===== src/rtl/mode_arbiter_pkg.sv =====
// rtl/mode_arbiter_pkg.sv - shared mode encodings, arbiter states and dip_sw decode
package mode_arbiter_pkg;

  localparam logic [1:0] MODE_WATCH     = 2'd0;
  localparam logic [1:0] MODE_SET       = 2'd1;
  localparam logic [1:0] MODE_ALARM     = 2'd2;
  localparam logic [1:0] MODE_STOPWATCH = 2'd3;

  localparam logic [7:0] BLANK_CHAR_DEFAULT = 8'h20;

  typedef enum logic [1:0] {
    RUN,
    SETTLE,
    WAIT_FRAME,
    BLANK
  } arb_state_t;

  // Only clean one-hot patterns on the low three switches select a mode; anything else is watch.
  function automatic logic [1:0] decode_dip(input logic [3:0] dip);
    logic [1:0] mode;
    case (dip)
      4'b0001: mode = MODE_SET;
      4'b0010: mode = MODE_ALARM;
      4'b0100: mode = MODE_STOPWATCH;
      default: mode = MODE_WATCH;
    endcase
    return mode;
  endfunction

endpackage


===== src/rtl/mode_arbiter_qualifier.sv =====
// rtl/mode_arbiter_qualifier.sv - dip_sw decode and settle counter producing target and qualified strobe
module mode_select_qualifier
  import mode_arbiter_pkg::*;
#(
  parameter int SETTLE_CYC = 50000
) (
  input  logic       clk,
  input  logic       rst,
  input  logic [3:0] dip_sw,
  input  logic [1:0] active_mode,
  input  logic       in_run,
  input  logic       in_settle,
  output logic       change,
  output logic [1:0] target,
  output logic       qualified
);

  localparam int CNT_W = (SETTLE_CYC > 1) ? $clog2(SETTLE_CYC) : 1;
  localparam logic [CNT_W-1:0] CNT_MAX = CNT_W'(SETTLE_CYC - 1);

  logic [1:0]       decoded;
  logic [CNT_W-1:0] settle_cnt;

  assign decoded = decode_dip(dip_sw);

  // While running the reference is the committed mode; once a change is pending it is the target.
  assign change    = in_run ? (decoded != active_mode) : (decoded != target);
  assign qualified = in_settle && !change && (settle_cnt == CNT_MAX);

  always_ff @(posedge clk or negedge rst) begin
    if (!rst) begin
      target     <= MODE_WATCH;
      settle_cnt <= '0;
    end else if (change) begin
      target     <= decoded;
      settle_cnt <= '0;
    end else if (in_settle && (settle_cnt != CNT_MAX)) begin
      settle_cnt <= settle_cnt + CNT_W'(1);
    end
  end

endmodule


===== src/rtl/mode_arbiter.sv =====
// rtl/mode_arbiter.sv - LCD character path and switch arbiter across display modes; MODE_ARB_BLANK_EN adds a blank frame before commit
module mode_arbiter
  import mode_arbiter_pkg::*;
#(
  parameter int         SETTLE_CYC = 50000,
  parameter int         CHAR_NUM   = 32,
  parameter logic [7:0] BLANK_CHAR = BLANK_CHAR_DEFAULT
) (
  input  logic       clk,
  input  logic       rst,
  input  logic [3:0] dip_sw,
  input  logic [3:0] sw_pulse,
  input  logic [4:0] index_char,
  input  logic [7:0] data_mode0,
  input  logic [7:0] data_mode1,
  input  logic [7:0] data_mode2,
  input  logic [7:0] data_mode3,
  output logic [7:0] data_char,
  output logic [3:0] sw_mode0,
  output logic [3:0] sw_mode1,
  output logic [3:0] sw_mode2,
  output logic [3:0] sw_mode3,
  output logic [1:0] active_mode,
  output logic       busy
);

  localparam logic [4:0] LAST_INDEX = 5'(CHAR_NUM - 1);

  arb_state_t state, state_nx;
  logic [1:0] active_nx;
  logic [1:0] target;
  logic [4:0] prev_index;
  logic       fb;
  logic       change;
  logic       qualified;
  logic [7:0] mode_char;
  logic       run_gate;

  mode_select_qualifier #(
    .SETTLE_CYC(SETTLE_CYC)
  ) u_qualifier (
    .clk        (clk),
    .rst        (rst),
    .dip_sw     (dip_sw),
    .active_mode(active_mode),
    .in_run     (state == RUN),
    .in_settle  (state == SETTLE),
    .change     (change),
    .target     (target),
    .qualified  (qualified)
  );

  assign fb = (prev_index == LAST_INDEX) && (index_char == 5'd0);

  // A decode change always takes priority over a frame boundary in the same cycle.
  always_comb begin
    state_nx  = state;
    active_nx = active_mode;
    case (state)
      RUN: begin
        if (change) state_nx = SETTLE;
      end
      SETTLE: begin
        if (qualified) state_nx = (target == active_mode) ? RUN : WAIT_FRAME;
      end
      WAIT_FRAME: begin
        if (change) begin
          state_nx = SETTLE;
        end else if (fb) begin
`ifdef MODE_ARB_BLANK_EN
          state_nx = BLANK;
`else
          state_nx  = RUN;
          active_nx = target;
`endif
        end
      end
      BLANK: begin
        if (change) begin
          state_nx = SETTLE;
        end else if (fb) begin
          state_nx  = RUN;
          active_nx = target;
        end
      end
      default: state_nx = RUN;
    endcase
  end

  always_comb begin
    mode_char = data_mode0;
    case (active_mode)
      MODE_WATCH:     mode_char = data_mode0;
      MODE_SET:       mode_char = data_mode1;
      MODE_ALARM:     mode_char = data_mode2;
      MODE_STOPWATCH: mode_char = data_mode3;
      default:        mode_char = data_mode0;
    endcase
  end

  // Switch gating looks at the pre-transition state so a pulse on the exit cycle reaches the old mode.
  assign run_gate = (state == RUN);

  always_ff @(posedge clk or negedge rst) begin
    if (!rst) begin
      state       <= RUN;
      active_mode <= MODE_WATCH;
      busy        <= 1'b0;
      prev_index  <= 5'd0;
      data_char   <= BLANK_CHAR;
      sw_mode0    <= 4'd0;
      sw_mode1    <= 4'd0;
      sw_mode2    <= 4'd0;
      sw_mode3    <= 4'd0;
    end else begin
      state       <= state_nx;
      active_mode <= active_nx;
      busy        <= (state_nx != RUN);
      prev_index  <= index_char;
`ifdef MODE_ARB_BLANK_EN
      data_char   <= (state == BLANK) ? BLANK_CHAR : mode_char;
`else
      data_char   <= mode_char;
`endif
      sw_mode0    <= (run_gate && active_mode == MODE_WATCH)     ? sw_pulse : 4'd0;
      sw_mode1    <= (run_gate && active_mode == MODE_SET)       ? sw_pulse : 4'd0;
      sw_mode2    <= (run_gate && active_mode == MODE_ALARM)     ? sw_pulse : 4'd0;
      sw_mode3    <= (run_gate && active_mode == MODE_STOPWATCH) ? sw_pulse : 4'd0;
    end
  end

endmodule


===== config.mk =====
export PLATFORM = sky130hd
export DESIGN_NAME = mode_arbiter
export DESIGN_NICKNAME = d
export VERILOG_FILES = /design/src/rtl/mode_arbiter_pkg.sv /design/src/rtl/mode_arbiter_qualifier.sv /design/src/rtl/mode_arbiter.sv
export SDC_FILE = /design/constraint.sdc
export NUM_CORES = 1
export LEC_CHECK = 0
export ABC_AREA = 1
export BUFFER_PORTS_ARGS = -buffer_cell sky130_fd_sc_hd__buf_2
export CAP_MARGIN = 20
export CORE_MARGIN = 2
export CORE_UTILIZATION = 34
export DETAILED_ROUTE_END_ITERATION = 8
export PLACE_DENSITY = 0.62
export SLEW_MARGIN = 20
export SYNTH_ARGS = -nofsm -noshare
export SYNTH_HDL_FRONTEND = slang
export SYNTH_SLANG_ARGS = --single-unit

===== constraint.sdc =====
create_clock -name clk -period 3.75 [get_ports clk]
set_input_delay 0.1875 -clock clk [delete_from_list [all_inputs] [get_ports clk]]
set_output_delay 0.1875 -clock clk [all_outputs]
set_load 0.02 [all_outputs]

==> impl_metrics.csv <==
group,metric,value,unit
run_status,status,"complete, but fails checks",
run_status,failed_checks,"negative hold slack",
synth,synthAdderAreaFrac,0.00468,
synth,ys_ff_latch,52,
sta,hold_viol,47,
die,core,0.00769,mm2
cells_and_area,fin_nets,486,
cells_and_area,final_util,0.426,
synth,postSynthCellCount,357,
route,via_count,2494,
power,p_per_area,356,mW/mm2
worst_setup_path,cp.arrival,2.06,ns
worst_setup_path,critical_path.cell_chain,"ha_1 > nand2_2 > nor2_4 > inv_2 > nor2_1 > nand2_1 > nand2_2 > inv_2 > nor2_4 > nand2_1 > nand2_1",
job,maxCapViolCount,0,
power,internal_power,0.803,mW
worst_hold_path,hold_class,"in2async",
cells_and_area,syn_to_final_growth,22.5,%
route,via_per_inst,4.61,
worst_setup_path,crit_type,"reg2reg",
worst_setup_path,max_stage_delay,0.39,ns
synth,synthSimpleGateAreaFrac,0.383,
power,p_leak,1.74,nW
sta,max_freq,552,MHz
worst_setup_path,cp.required,4.00,ns
route,drc,0,
route,dr.max_layer_used,"met4",
sta,finalCritPeriodShare,0.483,
sta,tightest_slew,0.644,ns
power,power.share.sequential,0.529,
route,drt_pass1_iterations,4,
cells_and_area,layoutNonFillerInstCount,541,
sta,fin_crit,1.81,ns
route,wl_met2,3070,um
synth,ys.warnings.count,0,
power,ir_drop,0.145,mV
grt,track_usage,0.158,
synth,ys_types,23,
worst_setup_path,cp-start-kind,"register",
placed_design,portBuffers,73,
die,die_y,92.7,um
route,antenna_left,0,
power,p_comb_frac,0.190,
route,routed_wl,6230,um
grt,antenna_found_initial,0,
synth,synthXorXnorAreaFrac,0.0197,
clock_network,cts.sinks,52,
sta,whs,-0.0305,ns
worst_setup_path,startpoint,"u_qualifier.settle_cnt[0]$_DFFE_PN0P_",
synth,synth_compound_area_frac,0.0300,
sta,finalSetupViolations,0,
clock_network,cts_resized,0,
clock_network,post_cts_buffers,0,
worst_setup_path,cp_max_fo,15,
placed_design,placed_cells,528,
synth,yosys.area.top_type,"dfrtp_1",
grt,grt_pass1_wl,11100,um
placed_design,dpl.hpwl,4680,um
placed_design,gp_congestion,0.871,
clock_network,insertion_delay,0.31,ns
sta,slew_viol_final,0,
synth,syn_avg_cell_area,7.49,um2
sta,tns,0,ns
sta,slew_headroom,0.571,
synth,syn_area,0.00267,mm2
power,p_clk_frac,0.281,
synth,synth_top_family_by_area,"simple AND/OR/NAND/NOR gates",
clock_network,clk_path_buf_depth,2,
worst_setup_path,critPathCaptureType,"register",
clock_network,cts_buffers,5,
worst_setup_path,worst-path-buf-inv,2,
die,die_area,0.00859,mm2
synth,synth-seq-area-share,0.487,
power,switching_share,0.310,
die,initial_core_util,0.348,
route,wl_met1,2810,um
grt,overflow,0,
synth,yosys-top-cells-area,"dfrtp_1 (48%), nand2_1 (17%), nor2_1 (7.6%)",
worst_setup_path,cpMaxStageDelayCell,"dfrtp_1",
grt,grt_pass1_vias,2503,
die,ios,74,
die,row_count,32,
grt,grt_max_degree,53,
synth,yosysTopAreaCellShare,0.478,
clock_network,cts_tree,"yes",
power,switchingPower,0.361,mW
clock_network,clk_pin_slew,0.09,ns
route,met3_wirelength,283,um
synth,synth_fp_nets,405,
worst_setup_path,crit_family,"simple AND/OR/NAND/NOR gates",
worst_setup_path,crit_path_frequent_cell,"nand2_1",
sta,finalClockSkew,0.00663,ns
clock_network,cts-root-buf,"clkbuf_8",
cells_and_area,layout-drive-gt1-share,0.216,
synth,synth.area.mux_share,0,
cells_and_area,antennaDiodeCount,0,
clock_network,h-tree-depth,2,
sta,grt_setup_unrepaired,"false",
route,drtIter0Drc,127,
route,avgRoutedWirePerCell,11.5,um
worst_setup_path,r2r_start,"u_qualifier.settle_cnt[0]$_DFFE_PN0P_",
die,chipWidth,92.7,um
[through the flow]
step                      setup slack, ns  power (mW)  area, um2
after CTS                            1.93        1.18       3270
after floorplan                      2.22       0.775       2670
final                                1.94        1.16       3270
after detailed placement             1.95       0.847       3140
after global routing                 1.76        1.23       3270
after global placement               2.01       0.843       3140
[state kept, by name, summed over array words and instances (netlist names)]
| register | flops |
|---|---|
| state | 2 |
| u_qualifier.target | 2 |
| u_qualifier.settle_cnt | 16 |
| sw_mode3 | 4 |
| prev_index | 5 |
| busy | 1 |
| sw_mode2 | 4 |
| sw_mode1 | 4 |
| sw_mode0 | 4 |
| data_char | 8 |
| active_mode | 2 |
[cell usage in the layout, fill, tap and decap left out, drive strengths merged]
master / netlist / layout
inv: 43 / 44
dfrtp: 51 / 51
dfstp: 1 / 1
nor2: 58 / 58
a21oi: 3 / 3
nand4: 27 / 27
clkinv: 1 / 2
buf: 4 / 74
o21ai: 10 / 10
clkbuf: 1 / 6
nand2: 130 / 130
xor2: 4 / 4
nor3: 3 / 3
nand3: 16 / 16
ha: 1 / 1
dlygate4sd3: 0 / 5
o21bai: 2 / 2
xnor2: 2 / 2
[cell usage after synthesis]
cell type	number
nand2_1	124
nor2_1	54
dfrtp_1	51
inv_1	40
nand4_1	27
nand3_1	16
o21ai_0	8
nand2_2	6
xor2_1	4
a21oi_1	3
inv_2	3
nor2_4	3
nor3_1	3
buf_2	2
buf_6	2
o21ai_1	2
o21bai_1	2
xnor2_1	2
clkbuf_1	1
clkinv_1	1
dfstp_2	1
ha_1	1
nor2_8	1
[cell families after synthesis]
logic type,after synthesis
xor gates and xnor gates,6
DFF,52
and+or+nand+nor,234
AOI/OAI and AO/OA,15
buffers and inverters,49
adders and majority gates,1
[final cells by class]
cell class / instances / area, um2
timing repair buffer: 79 / 423
sequential: 52 / 1300
clock buffer: 6 / 72.6
multi-input combinational: 256 / 1170
tap: 102 / 128
inverter: 44 / 165
fill: 821 / 4410
clock inverter: 2 / 13.8
[path summary, 6_finish.rpt]
check	end	slack (ns)	depth (start not counted)
max	u_qualifier.settle_cnt[11]$_DFFE_PN0P_	1.94	11
min	u_qualifier.settle_cnt[6]$_DFFE_PN0P_	-0.03	2
max reg2reg	u_qualifier.settle_cnt[11]$_DFFE_PN0P_	1.94	11
min reg2reg	u_qualifier.settle_cnt[15]$_DFFE_PN0P_	0.56	2
max in group asynchronous	u_qualifier.settle_cnt[4]$_DFFE_PN0P_	3.34	2
min in group clk	data_char[6]$_DFF_PN0_	0.08	3
[power groups by stage]
| stage | registers [mW] | clock network, mW | logic, mW |
|---|---|---|---|
| after floorplan | 0.626 | 0 | 0.150 |
| after global placement | 0.626 | 0 | 0.217 |
| after detailed placement | 0.627 | 0 | 0.220 |
| after CTS | 0.616 | 0.335 | 0.225 |
| after global routing | 0.620 | 0.357 | 0.255 |
| final | 0.616 | 0.328 | 0.221 |
[routing by layer]
| layer | GRT usage | up-vias |
|---|---|---|
| li1 | - | 1284 |
| met1 | 0.204 | 1147 |
| met2 | 0.269 | 58 |
| met3 | 0.0342 | 5 |
| met4 | 0.0453 | 0 |
| met5 | 0 | - |
[repair_timing]
item | CTS | global route
endpoints found under the setup margin | 0 | 0
hold buffers | 5 | 0
endpoints found under the hold margin | 5 | 0
Power figures use the tool's default switching activity.
